<file path="src/rtl/fetch_stage_if.sv">
// Fetch-stage bus: instruction-memory port, redirect/stall/interrupt controls
// from the rest of the pipeline, and the IF/ID register outputs.
interface fetch_stage_if #(
  parameter int ADDR_WIDTH = 16
);
  logic [ADDR_WIDTH-1:0] imem_addr;
  logic [15:0]           imem_data;
  logic                  stall;
  logic                  branch;
  logic [ADDR_WIDTH-1:0] branch_target;
  logic                  interrupt_req;
  logic [15:0]           instruction;
  logic [15:0]           immediate;
  logic [ADDR_WIDTH-1:0] pc;
  logic                  valid;
  logic                  interrupt;

  modport master (
    output imem_addr, instruction, immediate, pc, valid, interrupt,
    input  imem_data, stall, branch, branch_target, interrupt_req
  );

  modport slave (
    input  imem_addr, instruction, immediate, pc, valid, interrupt,
    output imem_data, stall, branch, branch_target, interrupt_req
  );
endinterface

</file>
<file path="src/rtl/fetch_stage.sv">
// Instruction fetch + IF/ID register: PC, LDM two-word assembly, interrupt bubbles.
// Interrupt take path is built only when FETCH_INTERRUPT_EN is defined.
module fetch_stage #(
  parameter int                    ADDR_WIDTH = 16,
  parameter logic [ADDR_WIDTH-1:0] RESET_PC   = '0,
  parameter logic [ADDR_WIDTH-1:0] INT_VECTOR = 'h0002
) (
  input  logic          i_clk,
  input  logic          i_reset,
  fetch_stage_if.master bus
);
  localparam logic [15:0] NOP    = 16'hA000;
  localparam logic [2:0]  OP_LDM = 3'b001;

  typedef enum logic {FETCH, IMM} state_t;

  typedef struct packed {
    logic [15:0]           instr;
    logic [15:0]           imm;
    logic [ADDR_WIDTH-1:0] pc;
    logic                  valid;
    logic                  intr;
  } ifid_t;

  state_t                state_q, state_n;
  logic [ADDR_WIDTH-1:0] pc_q, pc_n, pc_inc;
  logic [15:0]           held_word_q, held_word_n;
  logic [ADDR_WIDTH-1:0] held_pc_q, held_pc_n;
  ifid_t                 ifid_q, ifid_n;
  logic                  take;

  assign pc_inc = pc_q + ADDR_WIDTH'(1);

`ifdef FETCH_INTERRUPT_EN
  logic pend_q, pend_n;

  // Take only from pending so a same-cycle request re-arms the flag.
  assign take   = pend_q && (state_q == FETCH) && !bus.stall && !bus.branch;
  assign pend_n = (pend_q && !take) || bus.interrupt_req;

  always_ff @(posedge i_clk) begin
    if (i_reset) pend_q <= 1'b0;
    else         pend_q <= pend_n;
  end
`else
  logic unused_interrupt_req;
  assign unused_interrupt_req = bus.interrupt_req;
  assign take = 1'b0;
`endif

  always_comb begin
    state_n     = state_q;
    pc_n        = pc_q;
    held_word_n = held_word_q;
    held_pc_n   = held_pc_q;
    ifid_n      = ifid_q;
    if (bus.branch) begin
      pc_n    = bus.branch_target;
      state_n = FETCH;
      ifid_n  = '{instr: NOP, imm: '0, pc: pc_q, valid: 1'b0, intr: 1'b0};
    end else if (!bus.stall) begin
      if (take) begin
        pc_n   = INT_VECTOR;
        ifid_n = '{instr: NOP, imm: '0, pc: pc_q, valid: 1'b1, intr: 1'b1};
      end else begin
        pc_n = pc_inc;
        case (state_q)
          FETCH: begin
            if (bus.imem_data[15:13] == OP_LDM) begin
              held_word_n = bus.imem_data;
              held_pc_n   = pc_q;
              state_n     = IMM;
              ifid_n      = '{instr: NOP, imm: '0, pc: pc_q, valid: 1'b0, intr: 1'b0};
            end else begin
              ifid_n = '{instr: bus.imem_data, imm: '0, pc: pc_q, valid: 1'b1, intr: 1'b0};
            end
          end
          IMM: begin
            state_n = FETCH;
            ifid_n  = '{instr: held_word_q, imm: bus.imem_data, pc: held_pc_q,
                        valid: 1'b1, intr: 1'b0};
          end
          default: state_n = FETCH;
        endcase
      end
    end
  end

  always_ff @(posedge i_clk) begin
    if (i_reset) begin
      state_q     <= FETCH;
      pc_q        <= RESET_PC;
      held_word_q <= NOP;
      held_pc_q   <= '0;
      ifid_q      <= '{instr: NOP, imm: '0, pc: '0, valid: 1'b0, intr: 1'b0};
    end else begin
      state_q     <= state_n;
      pc_q        <= pc_n;
      held_word_q <= held_word_n;
      held_pc_q   <= held_pc_n;
      ifid_q      <= ifid_n;
    end
  end

  assign bus.imem_addr   = pc_q;
  assign bus.instruction = ifid_q.instr;
  assign bus.immediate   = ifid_q.imm;
  assign bus.pc          = ifid_q.pc;
  assign bus.valid       = ifid_q.valid;
`ifdef FETCH_INTERRUPT_EN
  assign bus.interrupt   = ifid_q.intr;
`else
  assign bus.interrupt   = 1'b0;
`endif
endmodule
</file>
<file path="src/flat_wrapper.sv">
// flat-port wrapper written by rule: the top's interface ports become plain ports
module fetch_stage_flat 
#(
  parameter int                    ADDR_WIDTH = 16,
  parameter logic [ADDR_WIDTH-1:0] RESET_PC   = '0,
  parameter logic [ADDR_WIDTH-1:0] INT_VECTOR = 'h0002
)
  (i_clk, i_reset, bus_imem_addr, bus_instruction, bus_immediate, bus_pc, bus_valid, bus_interrupt, bus_imem_data, bus_stall, bus_branch, bus_branch_target, bus_interrupt_req);
  fetch_stage_if #(.ADDR_WIDTH(ADDR_WIDTH)) bus_i ();
  input  logic i_clk;
  input  logic i_reset;
  output wire logic [$bits(bus_i.imem_addr)-1:0] bus_imem_addr;
  output wire logic [$bits(bus_i.instruction)-1:0] bus_instruction;
  output wire logic [$bits(bus_i.immediate)-1:0] bus_immediate;
  output wire logic [$bits(bus_i.pc)-1:0] bus_pc;
  output wire logic [$bits(bus_i.valid)-1:0] bus_valid;
  output wire logic [$bits(bus_i.interrupt)-1:0] bus_interrupt;
  input wire logic [$bits(bus_i.imem_data)-1:0] bus_imem_data;
  input wire logic [$bits(bus_i.stall)-1:0] bus_stall;
  input wire logic [$bits(bus_i.branch)-1:0] bus_branch;
  input wire logic [$bits(bus_i.branch_target)-1:0] bus_branch_target;
  input wire logic [$bits(bus_i.interrupt_req)-1:0] bus_interrupt_req;
  assign bus_imem_addr = bus_i.imem_addr;
  assign bus_instruction = bus_i.instruction;
  assign bus_immediate = bus_i.immediate;
  assign bus_pc = bus_i.pc;
  assign bus_valid = bus_i.valid;
  assign bus_interrupt = bus_i.interrupt;
  assign bus_i.imem_data = bus_imem_data;
  assign bus_i.stall = bus_stall;
  assign bus_i.branch = bus_branch;
  assign bus_i.branch_target = bus_branch_target;
  assign bus_i.interrupt_req = bus_interrupt_req;
  fetch_stage #(.ADDR_WIDTH(ADDR_WIDTH), .RESET_PC(RESET_PC), .INT_VECTOR(INT_VECTOR)) u_core (.i_clk(i_clk), .i_reset(i_reset), .bus(bus_i));
endmodule
</file>
<file path="config.mk">
export PLATFORM = sky130hd
export DESIGN_NAME = fetch_stage_flat
export DESIGN_NICKNAME = d
export VERILOG_FILES = /design/src/rtl/fetch_stage_if.sv /design/src/rtl/fetch_stage.sv /design/src/flat_wrapper.sv
export SDC_FILE = /design/constraint.sdc
export NUM_CORES = 1
export LEC_CHECK = 0
export BUFFER_PORTS_ARGS = -buffer_cell sky130_fd_sc_hd__buf_2
export CAP_MARGIN = 20
export CORE_ASPECT_RATIO = 0.75
export CORE_MARGIN = 4
export CORE_UTILIZATION = 54
export DETAILED_ROUTE_END_ITERATION = 7
export PLACE_DENSITY = 0.8
export SYNTH_ARGS = -nofsm -noshare
export SYNTH_HDL_FRONTEND = slang
export SYNTH_SLANG_ARGS = --single-unit
</file>
<file path="constraint.sdc">
create_clock -name i_clk -period 2.1 [get_ports i_clk]
set_clock_uncertainty 0.15 [all_clocks]
set_input_delay 0.315 -clock i_clk [delete_from_list [all_inputs] [get_ports i_clk]]
set_output_delay 0.315 -clock i_clk [all_outputs]
set_load 0.02 [all_outputs]
</file>
# After elaboration in Yosys (flattened, before gate mapping)
# Index checks and enable logic that the tools add are counted.
# word_totals
ram_bits	0
out_inout_bits	66
latchBits	0
rom_bits	0
n_memories	0
reg_bits	99
in_bits	37
# op_classes
n_mul	0
n_addsub	1
muxes	8
n_reduce_logical	2
bitwise_logic	3
shift	0
eq_ne	2
magnitude_cmp	0
div	0
# ops
op	n
$pmux 50 s2	1
$mux 50	1
$mux 18	2
$mux 16	2
$add 16x1->16 const B	1
$reduce_and 4->1	1
$eq 3x1->1 const B	1
$not 1->1	3
$ne 2x1->1 const B	1
$pmux 1 s2	1
$reduce_or 2->1	1
$mux 1	1

# Depth between registers and ports, before layout
# Gate-level depths: netlist of the first run.
# depth
depth_word	5
depth_mapped	6

# Worst setup path after synthesis of the first run
# Ideal clock, no wire load.
# synth_path
kind	register -> register
from	reg u_core.pc_q[0] (netlist: u_core.bus.imem_addr[0])
to	reg u_core.pc_q[12] (netlist: u_core.bus.imem_addr[12])
stages_incl_launch_ff	6
setup_ns	0.112
n_path_buf	1
slack_ns	0.182
t_required_ns	1.838
synth_period_minus_slack_ns	1.918
arrival_time_ns	1.656
path_cell_list	dfxtp_1 -> ha_1 -> nand3b_2 -> buf_6 -> o41a_1 -> a2111oi_1
# synth_between
elab_chain_cells	3
# synth_rtl
element	line_no	text
start: declaration	fetch_stage.sv:26	logic [ADDR_WIDTH-1:0] pc_q, pc_n, pc_inc;
start signal: assignment	fetch_stage.sv:98	pc_q <= pc_n;
$add 16x1->16	fetch_stage.sv:32	assign pc_inc = pc_q + ADDR_WIDTH'(1);
$mux 16	fetch_stage.sv:61	end else if (!bus.stall) begin
$mux 16	fetch_stage.sv:57	if (bus.branch) begin
# No other way between the ends. The select of a mux whose other input is x is not followed.
# A chain may end at the register's enable or synchronous reset.

# Final worst setup path of the first run
# layout_path
from	reg u_core.pc_q[1] (netlist: u_core.bus.imem_addr[1])
to	reg u_core.pc_q[14] (netlist: u_core.bus.imem_addr[14])
# Same word-level chain as after synthesis.

==> out/qor.csv, run 1 <==
stage,metric,value,unit
layout,final_area,0.00529,sq mm
synthesis,synth_compound_area_share,28.5,%
global_routing,grt_pass1_vias,4048,
power,powerDensity,726,mW/mm^2
synthesis,syn_avg_cell_area,8.40,sq um
layout,antenna_cells,0,
sta,finalSetupViolations,0,
detailed_routing,drt_iter0_drc,342,
worst_setup_path,critPathMaxFanout,12,
synthesis,yosysUniqueCellTypes,44,
sta,slew_viol_final,0,
cts,cts.clk_slew.worst_paths,80,ps
cts,root_buffer,clkbuf_8,
detailed_routing,wirelength,12300,um
power,p_leak,2.11,nW
placed_design,dpl.hpwl,8190,um
layout,fillCellCount,691,
synthesis,netlist_instances,527,
global_routing,grt_max_degree,45,
worst_setup_path,crit_type,register to register,
floorplanning,die_w,113,um
synthesis,yosysWarningCount,0,
sta,rsz0062_at_grt,no,
synthesis,syn_nets,565,
worst_setup_path,crit_chain,"ha_1, nand3b_2, o41a_1, a2111oi_1",
global_routing,globalRouteTotalUtil,24.7,%
layout,final_common_cell,buf_2,
worst_setup_path,crit_arrival,1980,ps
cts,postCtsSetupBuffers,0,
worst_setup_path,max_stage_delay,490,ps
synthesis,synth-simple-area-share,17.5,%
detailed_routing,drc,0,
sta,maxSlewHeadroom,51.5,%
floorplanning,start_util,55.9,%
cts,post_cts_resized,0,
synthesis,yosys.area.top_type,dfxtp_1,
detailed_routing,drt-wirelength-per-cell,17.2,um
placed_design,portBuffers,100,
synthesis,ys_ff_latch,98,
power,peakVddDrop,462,uV
synthesis,ys.flop_type,dfxtp_1,
sta,hold_violations,0,
synthesis,synth_fa_ha_area_share,0.283,%
global_routing,grt_first_pass_wirelength,19800,um
layout,layout-drive-gt1-share,27.9,%
cts,clock_sinks,98,
global_routing,antenna_found_initial,0,
sta,setup-tns-final,0,ps
worst_setup_path,crit_path_start_kind,register,
layout,fin_nets,643,
detailed_routing,via_per_inst,6.18,
synthesis,synth_seq_area_share,44.3,%
cts,hold_buffers,0,
floorplanning,num_io_pins,103,
layout,layout_common_cells,"buf_2, dfxtp_1, a21oi_1, nor2_1, o31ai_1",
placed_design,gp_congestion,0.834,
status,status,"complete, no violations",
synthesis,ys_async_sr_fraction,0,%
worst_setup_path,end_kind,register,
synthesis,synthMuxAreaShare,1.22,%
hold_path,worstHoldPathType,primary input to register,
floorplanning,row_count,28,
flow_run,cap_violations,0,
sta,tightest_slew,726,ps
worst_setup_path,critPathBufInv,0,
synthesis,mappedNetlistArea,0.00442,sq mm
synthesis,synth-edff-count,0,
placed_design,dpl_cell_area,0.00507,sq mm
sta,period_needed,1880,ps
floorplanning,die_area,0.00972,sq mm
sta,max_freq,531,MHz
worst_setup_path,critical_path_required,2190,ps
synthesis,yosysTopAreaCellShare,44.3,%
layout,area_growth,19.5,%
floorplanning,core-area,0.00792,sq mm
worst_setup_path,crit_slowest_cell,o41a_1,
detailed_routing,antenna_left,0,
cts,insertion_delay,360,ps
synthesis,synthTopCellsByArea,"dfxtp_1, a21oi_1, nor2_1, o31ai_1, a22oi_1",
cts,cts_tree,done,
floorplanning,die_y,86.4,um
synthesis,synth_top_family_by_area,compound AO/OA/AOI/OAI gates,
synthesis,synthXorXnorAreaFrac,0.594,%
cts,cts_htree_levels,3,
cts,cts_max_path_buffers,2,
sta,fin_crit_sh,89.7,%
detailed_routing,vias,4414,
cts,cts_buffers,9,
worst_setup_path,worst_path_dominant_cell_family,compound AO/OA/AOI/OAI gates,
detailed_routing,firstDrtPassIters,5,
global_routing,overflow,0,
==> logic make-up (layout without fill, tap and decap cells) <==
logic type,count (synthesis),in the layout
XOR/XNOR,3,3
multiplexers,5,5
AO/OA/AOI/OAI,182,182
other,1,1
adder cells (fa/ha/maj),1,1
buffers and inverters,82,164
flip-flops,98,98
AND/OR/NAND/NOR,155,155
==> tightest hold or removal path, cell delays in order <==
cell	delay, ps
buf_2	100
nand2_1	50
a21oi_1	50
==> layer usage <==
layer | global-route usage (%) | up-vias | share of wire (%)
li1 | - | 2105 | -
met1 | 33.8 | 2128 | 45
met2 | 38.0 | 160 | 47
met3 | 6.14 | 21 | 6.5
met4 | 9.06 | 0 | 1.5
met5 | 0 | - | 0
==> cells in the mapped netlist, drive strengths merged, types with 2 or more instances <==
cell     number
dfxtp        98
a311oi        6
nand2        11
or4           4
nor2         71
nor3b         2
nand4        32
or2           2
nand3        16
a2111oi       4
mux2i         2
o21ai         3
a21oi        78
inv          19
mux2          3
nand2b        2
clkbuf       44
buf          18
a211oi        2
a22oi        29
o41a          4
xnor2         3
o221a        16
a221oi        2
nor4          5
o31a          2
nor2b         2
o31ai        32
or3           4
==> report_power, final <==
group          switching (W)  internal, W  total (W)
sequential         0.0000510      0.00192    0.00197
combinational       0.000344     0.000195   0.000539
clock               0.000603     0.000732    0.00133
total               0.000998      0.00284    0.00384
==> worst paths after layout <==
path | slack [ps] | end | depth (start not counted) | from
worst max-delay path | 220 | u_core.bus.imem_addr[14] | 4 | u_core.bus.imem_addr[1]
worst min-delay path | 60 | u_core.bus.imem_addr[0] | 3 | bus_branch_target[0]
worst max register to register | 220 | u_core.bus.imem_addr[14] | 4 | u_core.bus.imem_addr[1]
worst min register to register | 310 | u_core.held_word_q[13] | 1 | u_core.held_word_q[13]
==> flip-flops by register name (all words and copies together) (netlist names) <==
register,count
u_core.bus.valid,1
u_core.state_q,1
u_core.held_word_q,16
u_core.bus.pc,16
u_core.bus.immediate,16
u_core.bus.imem_addr,16
u_core.bus.instruction,16
u_core.held_pc_q,16
==> area by class of cell <==
cell class,instances,area (sq um),area share [%]
clock inverter,2,60.1,1.14
sequential,98,1960,37.1
tap,105,131,2.48
inverter,20,75.1,1.42
timing repair buffer,129,756,14.3
clock buffer,13,159,3.00
multi-input combinational,347,2150,40.6
==> metrics by stage <==
| stage | std cells | util, % | total power (W) | worst slack [ps] | hold slack (ps) |
|---|---|---|---|---|---|
| 2_1_floorplan | 527 | - | 0.00234 | 182 | 260 |
| 3_3_place_gp | 699 | 64.0 | 0.00253 | 129 | 285 |
| 3_5_place_dp | 699 | 64.0 | 0.00254 | 125 | 285 |
| 4_1_cts | 714 | 66.8 | 0.00387 | 234 | 37.7 |
| 5_1_grt | 714 | 66.8 | 0.00402 | 104 | 48.2 |
| 6_report | 714 | 66.8 | 0.00384 | 217 | 56.6 |
Note: power is estimated with default switching activity, not from simulation.
==> run 2, diff against run 1 <==
--- a/config.mk
+++ b/config.mk
@@ -12,6 +12,7 @@
 export CORE_UTILIZATION = 54
 export DETAILED_ROUTE_END_ITERATION = 7
 export PLACE_DENSITY = 0.8
+export REMOVE_ABC_BUFFERS = 1
 export SYNTH_ARGS = -nofsm -noshare
 export SYNTH_HDL_FRONTEND = slang
 export SYNTH_SLANG_ARGS = --single-unit
==> run 2 against run 1 <==
  * Sequential cell count unchanged
  * Fmax down 1.8%
  * Register-to-register slack worse by 30 ps
  * Critical endpoint is now u_core.bus.imem_addr[13]
  * Core utilization down 0.58 points
  * Clock power down 17%
==> out/qor.csv, run 2 (synthesis gave the netlist of run 1 again) <==
stage,metric,value,unit
status,status,"complete, no violations",
cts,cts_tree,done,
sta,rsz0062_at_grt,no,
floorplanning,row_count,28,
detailed_routing,antenna_left,0,
cts,root_buffer,clkbuf_8,
detailed_routing,drt-wirelength-per-cell,17.1,um
layout,regArea,0.00196,sq mm
global_routing,grt_pass1_vias,4237,
sta,finalSetupViolations,0,
floorplanning,die_w,113,um
global_routing,antenna_found_initial,0,
layout,fillCellCount,708,
floorplanning,start_util,55.9,%
detailed_routing,firstDrtPassIters,5,
sta,max_freq,522,MHz
layout,final_common_cell,buf_2,
detailed_routing,vias,4386,
power,p_leak,2.08,nW
power,peakVddDrop,338,uV
power,clkPwrFrac,30.8,%
global_routing,grt_max_degree,65,
cts,cts_max_path_buffers,2,
layout,layout_common_cells,"buf_2, dfxtp_1, a21oi_1, nor2_1, o31ai_1",
floorplanning,core-area,0.00792,sq mm
detailed_routing,wirelength,12200,um
sta,hold_violations,0,
layout,multi_input_area,0.00215,sq mm
worst_setup_path,crit_path_start_kind,register,
sta,slew_viol_final,0,
sta,hold_slack,42.2,ps
floorplanning,die_area,0.00972,sq mm
global_routing,overflow,0,
power,intPower,0.00257,W
detailed_routing,drc,0,
sta,fin_crit_sh,91.3,%
floorplanning,num_io_pins,103,
layout,antenna_cells,0,
worst_setup_path,crit_arrival,2010,ps
detailed_routing,drt_iter0_drc,501,
worst_setup_path,crit_type,register to register,
detailed_routing,via_per_inst,6.14,
power,switching_share,28.9,%
layout,area_growth,18.5,%
global_routing,grt_util_met3,5.44,%
power,powerDensity,690,mW/mm^2
placed_design,dpl.hpwl,7990,um
layout,fin_nets,642,
global_routing,gr-usage-met2,42.2,%
power,comb_power_share,14.6,%
global_routing,globalRouteTotalUtil,25.4,%
layout,instances_no_fill,714,
layout,layout-drive-gt1-share,27.9,%
cts,insertion_delay,370,ps
global_routing,grt_first_pass_wirelength,20400,um
cts,cts_htree_levels,3,
flow_run,cap_violations,0,
global_routing,grtUsageMet1,33.7,%
hold_path,worstHoldPathType,primary input to register,
sta,maxSlewHeadroom,52.2,%
worst_setup_path,critical_path_required,2190,ps
cts,cts.clk_slew.worst_paths,90,ps
power,power.switching,0.00105,W
cts,clock_sinks,98,
placed_design,portBuffers,100,
cts,cts_buffers,9,
worst_setup_path,critPathMaxFanout,10,
placed_design,gp_congestion,0.847,
power,pwr-share-seq,54.6,%
sta,tightest_slew,715,ps
worst_setup_path,end_kind,register,
global_routing,grt.busiest_layer,met2,
cts,hold_buffers,0,
worst_setup_path,r2r_setup_slack,180,ps
placed_design,dp.cells,698,
sta,period_needed,1920,ps
floorplanning,die_y,86.4,um
-- run 2: worst max-delay path, cell delays in order (launching register included) --
cell,delay (ps)
dfxtp_1,520
nand4_2,320
o41a_1,480
a2111oi_1,330
-- run 2: per-layer routing --
layer,wire length [um],up-vias
li1,-,2101
met1,5380,2103
met5,0,-
met4,159,0
met2,5750,162
met3,913,20
-- run 2: final cells by class --
class	instances	area share, %
multi-input combinational	347	41.1
tap	105	2.51
inverter	20	1.43
clock inverter	4	0.501
timing repair buffer	128	14.3
sequential	98	37.4
clock buffer	12	2.77
-- run 2: what timing repair did --
item                       in CTS  in global routing
setup endpoints to repair       0                  2
hold endpoints to repair        0                  0
setup buffers                   0                  0
resized for setup               0                  1
-- run 2: worst paths after layout --
kind                                         startpoint                  endpoint  depth (start not counted)
worst max-delay path            u_core.bus.imem_addr[8]  u_core.bus.imem_addr[13]                          3
worst min-delay path               bus_branch_target[0]   u_core.bus.imem_addr[0]                          3
worst max register to register  u_core.bus.imem_addr[8]  u_core.bus.imem_addr[13]                          3
worst min register to register   u_core.held_word_q[13]    u_core.held_word_q[13]                          1
-- run 2: per-stage QoR --
step | area (sq um) | TNS (ps) | power, W | worst slack (ps) | utilization, %
3_3_place_gp | 5060 | 0 | 0.00252 | 262 | 63.9
4_1_cts | 5230 | 0 | 0.00363 | 103 | 66.1
2_1_floorplan | 4170 | -30590 | 0.00227 | -551 | -
6_report | 5240 | 0 | 0.00362 | 183 | 66.2
3_5_place_dp | 5060 | 0 | 0.00254 | 139 | 63.9
5_1_grt | 5240 | 0 | 0.00378 | 27.4 | 66.2
-- run 2: power groups by stage --
stage | combinational [W] | clock (W) | sequential (W)
after floorplan | 0.000197 | 0 | 0.00207
after global placement | 0.000510 | 0 | 0.00201
after detailed placement | 0.000524 | 0 | 0.00201
after CTS | 0.000526 | 0.00113 | 0.00197
after global routing | 0.000577 | 0.00121 | 0.00198
final | 0.000527 | 0.00111 | 0.00197
==> run 3, diff against run 2 <==
--- a/config.mk
+++ b/config.mk
@@ -5,13 +5,14 @@
 export SDC_FILE = /design/constraint.sdc
 export NUM_CORES = 1
 export LEC_CHECK = 0
+export ABC_AREA = 1
 export BUFFER_PORTS_ARGS = -buffer_cell sky130_fd_sc_hd__buf_2
 export CAP_MARGIN = 20
 export CORE_ASPECT_RATIO = 0.75
 export CORE_MARGIN = 4
-export CORE_UTILIZATION = 54
+export CORE_UTILIZATION = 53
 export DETAILED_ROUTE_END_ITERATION = 7
-export PLACE_DENSITY = 0.8
+export PLACE_DENSITY = 0.79
 export REMOVE_ABC_BUFFERS = 1
 export SYNTH_ARGS = -nofsm -noshare
 export SYNTH_HDL_FRONTEND = slang
==> run 3 against run 2 <==
  * Routed wire length down 5.5%
  * Non-clock buffer count down 12
  * Sequential cell count is the same
  * Hold slack gained 4.4 ps
  * Via count fell by 3.4%
  * Synthesized cell count rose by 10%
  * Highest routed layer unchanged
  * Largest cell class is now sequential cells
  * Die area is 3.3% lower
  * Sequential power hardly changed
  * Synthesized area down 5.3%
  * Setup slack gained 87 ps
  * Register-to-register slack improved by 90 ps
  * Count of clock-buffer cells in the layout fell by 1
==> out/qor.csv, run 3 <==
stage,metric,value,unit
global_routing,overflow,0,
layout,fin_nets,708,
layout,fillCellCount,654,
placed_design,dp_slack,223,ps
global_routing,grt_util_met3,6.13,%
status,status,"complete, no violations",
power,clkPwrFrac,36.8,%
worst_setup_path,max_stage_delay,370,ps
detailed_routing,drt-wirelength-per-cell,14.9,um
power,comb_power_share,10.7,%
detailed_routing,via_per_inst,5.46,
cts,cts_htree_levels,3,
placed_design,dpl.hpwl,7890,um
worst_setup_path,cp_common_cell,nand2_2,
global_routing,gr-usage-met2,38.6,%
detailed_routing,firstDrtPassIters,5,
detailed_routing,drt_iter0_drc,312,
synthesis,syn_avg_cell_area,7.22,sq um
detailed_routing,wirelength,11500,um
hold_path,worstHoldPathType,primary input to register,
worst_setup_path,critical_path_required,2240,ps
cts,insertion_delay,370,ps
sta,period_needed,1830,ps
global_routing,grtUsageMet1,32.8,%
cts,postCtsSetupBuffers,0,
global_routing,grt_pass1_vias,3909,
sta,slew_viol_final,0,
synthesis,yosys.area.top_type,dfxtp_1,
floorplanning,die_w,111,um
floorplanning,die_area,0.00940,sq mm
synthesis,netlist_instances,580,
global_routing,grt_first_pass_wirelength,19000,um
worst_setup_path,crit_arrival,1980,ps
detailed_routing,vias,4239,
synthesis,mappedNetlistArea,0.00419,sq mm
detailed_routing,drc,0,
synthesis,synthTopCellsByCount,"nand2_1, dfxtp_1, o21ai_0",
synthesis,synthTopCellsByArea,"dfxtp_1, nand2_1, o21ai_0, a21oi_1, a31oi_1",
synthesis,synth_seq_area_share,46.8,%
synthesis,synth-simple-area-share,23.0,%
cts,root_buffer,clkbuf_8,
synthesis,synth_compound_area_share,20.4,%
cts,cts_max_path_buffers,2,
floorplanning,die_y,85.0,um
synthesis,synthMuxAreaShare,0,%
cts,cts.clk_slew.worst_paths,100,ps
power,p_leak,2.14,nW
floorplanning,num_io_pins,103,
sta,setup-tns-final,0,ps
synthesis,yosysTopAreaCellShare,46.8,%
synthesis,synthXorXnorAreaFrac,0.837,%
synthesis,synth-edff-count,0,
flow_run,cap_violations,0,
floorplanning,core-area,0.00750,sq mm
power,power.switching,0.000979,W
worst_setup_path,crit_type,register to register,
power,peakVddDrop,533,uV
sta,finalSetupViolations,0,
placed_design,portBuffers,100,
sta,hold_slack,46.5,ps
cts,cts_buffers,9,
synthesis,ys_async_sr_fraction,0,%
sta,rsz0062_at_grt,no,
layout,area_growth,19.4,%
worst_setup_path,crit_path_start_kind,register,
placed_design,gp_congestion,0.867,
layout,antenna_cells,0,
synthesis,ys_ff_latch,98,
sta,max_freq,546,MHz
power,switching_share,26.2,%
worst_setup_path,critPathMaxFanout,17,
layout,layout_common_cells,"nand2_1, buf_2, dfxtp_1, o21ai_0, a21oi_1",
worst_setup_path,crit_slowest_cell,dfxtp_1,
synthesis,synth.most_common_cell,nand2_1,
synthesis,yosysWarningCount,0,
global_routing,antenna_found_initial,0,
synthesis,yosysUniqueCellTypes,26,
sta,setup_ws,269,ps
worst_setup_path,end_kind,register,
power,pwr-share-seq,52.5,%
sta,fin_crit_sh,87.2,%
cts,clock_sinks,98,
layout,layout-drive-gt1-share,21.0,%
power,powerDensity,747,mW/mm^2
layout,final_common_cell,nand2_1,
worst_setup_path,crit_chain,"inv_2, nand2_2, inv_4, nand2_2, nor2_8, buf_4, o21ai_0, a21oi_1",
synthesis,synth_top_family_by_area,simple AND/OR/NAND/NOR gates,
global_routing,grt_max_degree,31,
global_routing,globalRouteTotalUtil,24.3,%
global_routing,grt.busiest_layer,met2,
cts,hold_buffers,0,
cts,post_cts_resized,0,
cts,cts_tree,done,
sta,hold_violations,0,
synthesis,synth_fa_ha_area_share,0.299,%
layout,utilization,66.7,%
synthesis,ys.flop_type,dfxtp_1,
detailed_routing,antenna_left,0,
power,intPower,0.00276,W
floorplanning,row_count,27,
floorplanning,start_util,55.8,%
run 3: cell types whose count changed in the layout (fill, tap and decap cells not counted), moves of 6 or more:
cell | before | now
nand4_1 | 30 | 3
o31ai_1 | 32 | 0
buf_4 | 25 | 14
nand2_1 | 11 | 147
a21oi_1 | 78 | 61
o221a_2 | 16 | 0
o21ai_0 | 3 | 63
inv_1 | 19 | 40
a311oi_1 | 6 | 0
a22oi_1 | 29 | 0
a31oi_1 | 1 | 32
nand3_1 | 16 | 32
nor2_1 | 70 | 43
run 3: per-layer routing:
metal | wire length (um) | vias up
met5 | 0 | -
met4 | 175 | 0
met3 | 940 | 18
met2 | 5280 | 198
met1 | 5140 | 1926
li1 | - | 2097
run 3: cell type report:
class	instances	area, sq um	share of cell area [%]
multi-input cells	401	1870	37.4
clock inverters	5	85.1	1.70
clock buffers	11	141	2.83
inverters	44	170	3.40
repair buffers	116	646	12.9
flip-flops and latches	98	1960	39.2
well taps	101	126	2.53
run 3: critical path, delay by kind of cell (launching register included):
kind / cells / cell delay (ps)
buf+inv: 3 / 580
compound gates: 2 / 220
flops: 1 / 370
simple gates: 3 / 440
run 3: cell families after synthesis:
| logic type | after synthesis |
|---|---|
| DFF | 98 |
| adders and majority gates | 1 |
| AOI/OAI and AO/OA | 161 |
| and+or+nand+nor | 234 |
| xor gates and xnor gates | 4 |
| other | 1 |
| buffers and inverters | 81 |
run 3: metrics by stage:
| stage | total power (W) | cell area (sq um) | std cells |
|---|---|---|---|
| 3_5_place_dp | 0.00240 | 4770 | 760 |
| 6_report | 0.00373 | 5000 | 776 |
| 3_3_place_gp | 0.00239 | 4770 | 760 |
| 5_1_grt | 0.00387 | 5000 | 776 |
| 2_1_floorplan | 0.00220 | 4000 | 543 |
| 4_1_cts | 0.00375 | 5000 | 776 |
run 3: worst paths after layout:
kind                                start                  endpoint  slack [ps]  cells past startpoint
setup / recovery           u_core.state_q       u_core.held_pc_q[5]         270                      8
setup reg to reg           u_core.state_q       u_core.held_pc_q[5]         270                      8
hold reg to reg   u_core.bus.immediate[8]   u_core.bus.immediate[8]         310                      2
hold / removal          bus_imem_data[14]  u_core.bus.immediate[14]          50                      3
run 3: power groups by stage:
| stage | Clock, W | Combinational [W] | Sequential [W] |
|---|---|---|---|
| floorplan | 0 | 0.000151 | 0.00205 |
| detailed placement | 0 | 0.000396 | 0.00200 |
| global route | 0.00147 | 0.000436 | 0.00197 |
| global placement | 0 | 0.000385 | 0.00200 |
| finish | 0.00138 | 0.000398 | 0.00196 |
| CTS | 0.00139 | 0.000397 | 0.00196 |
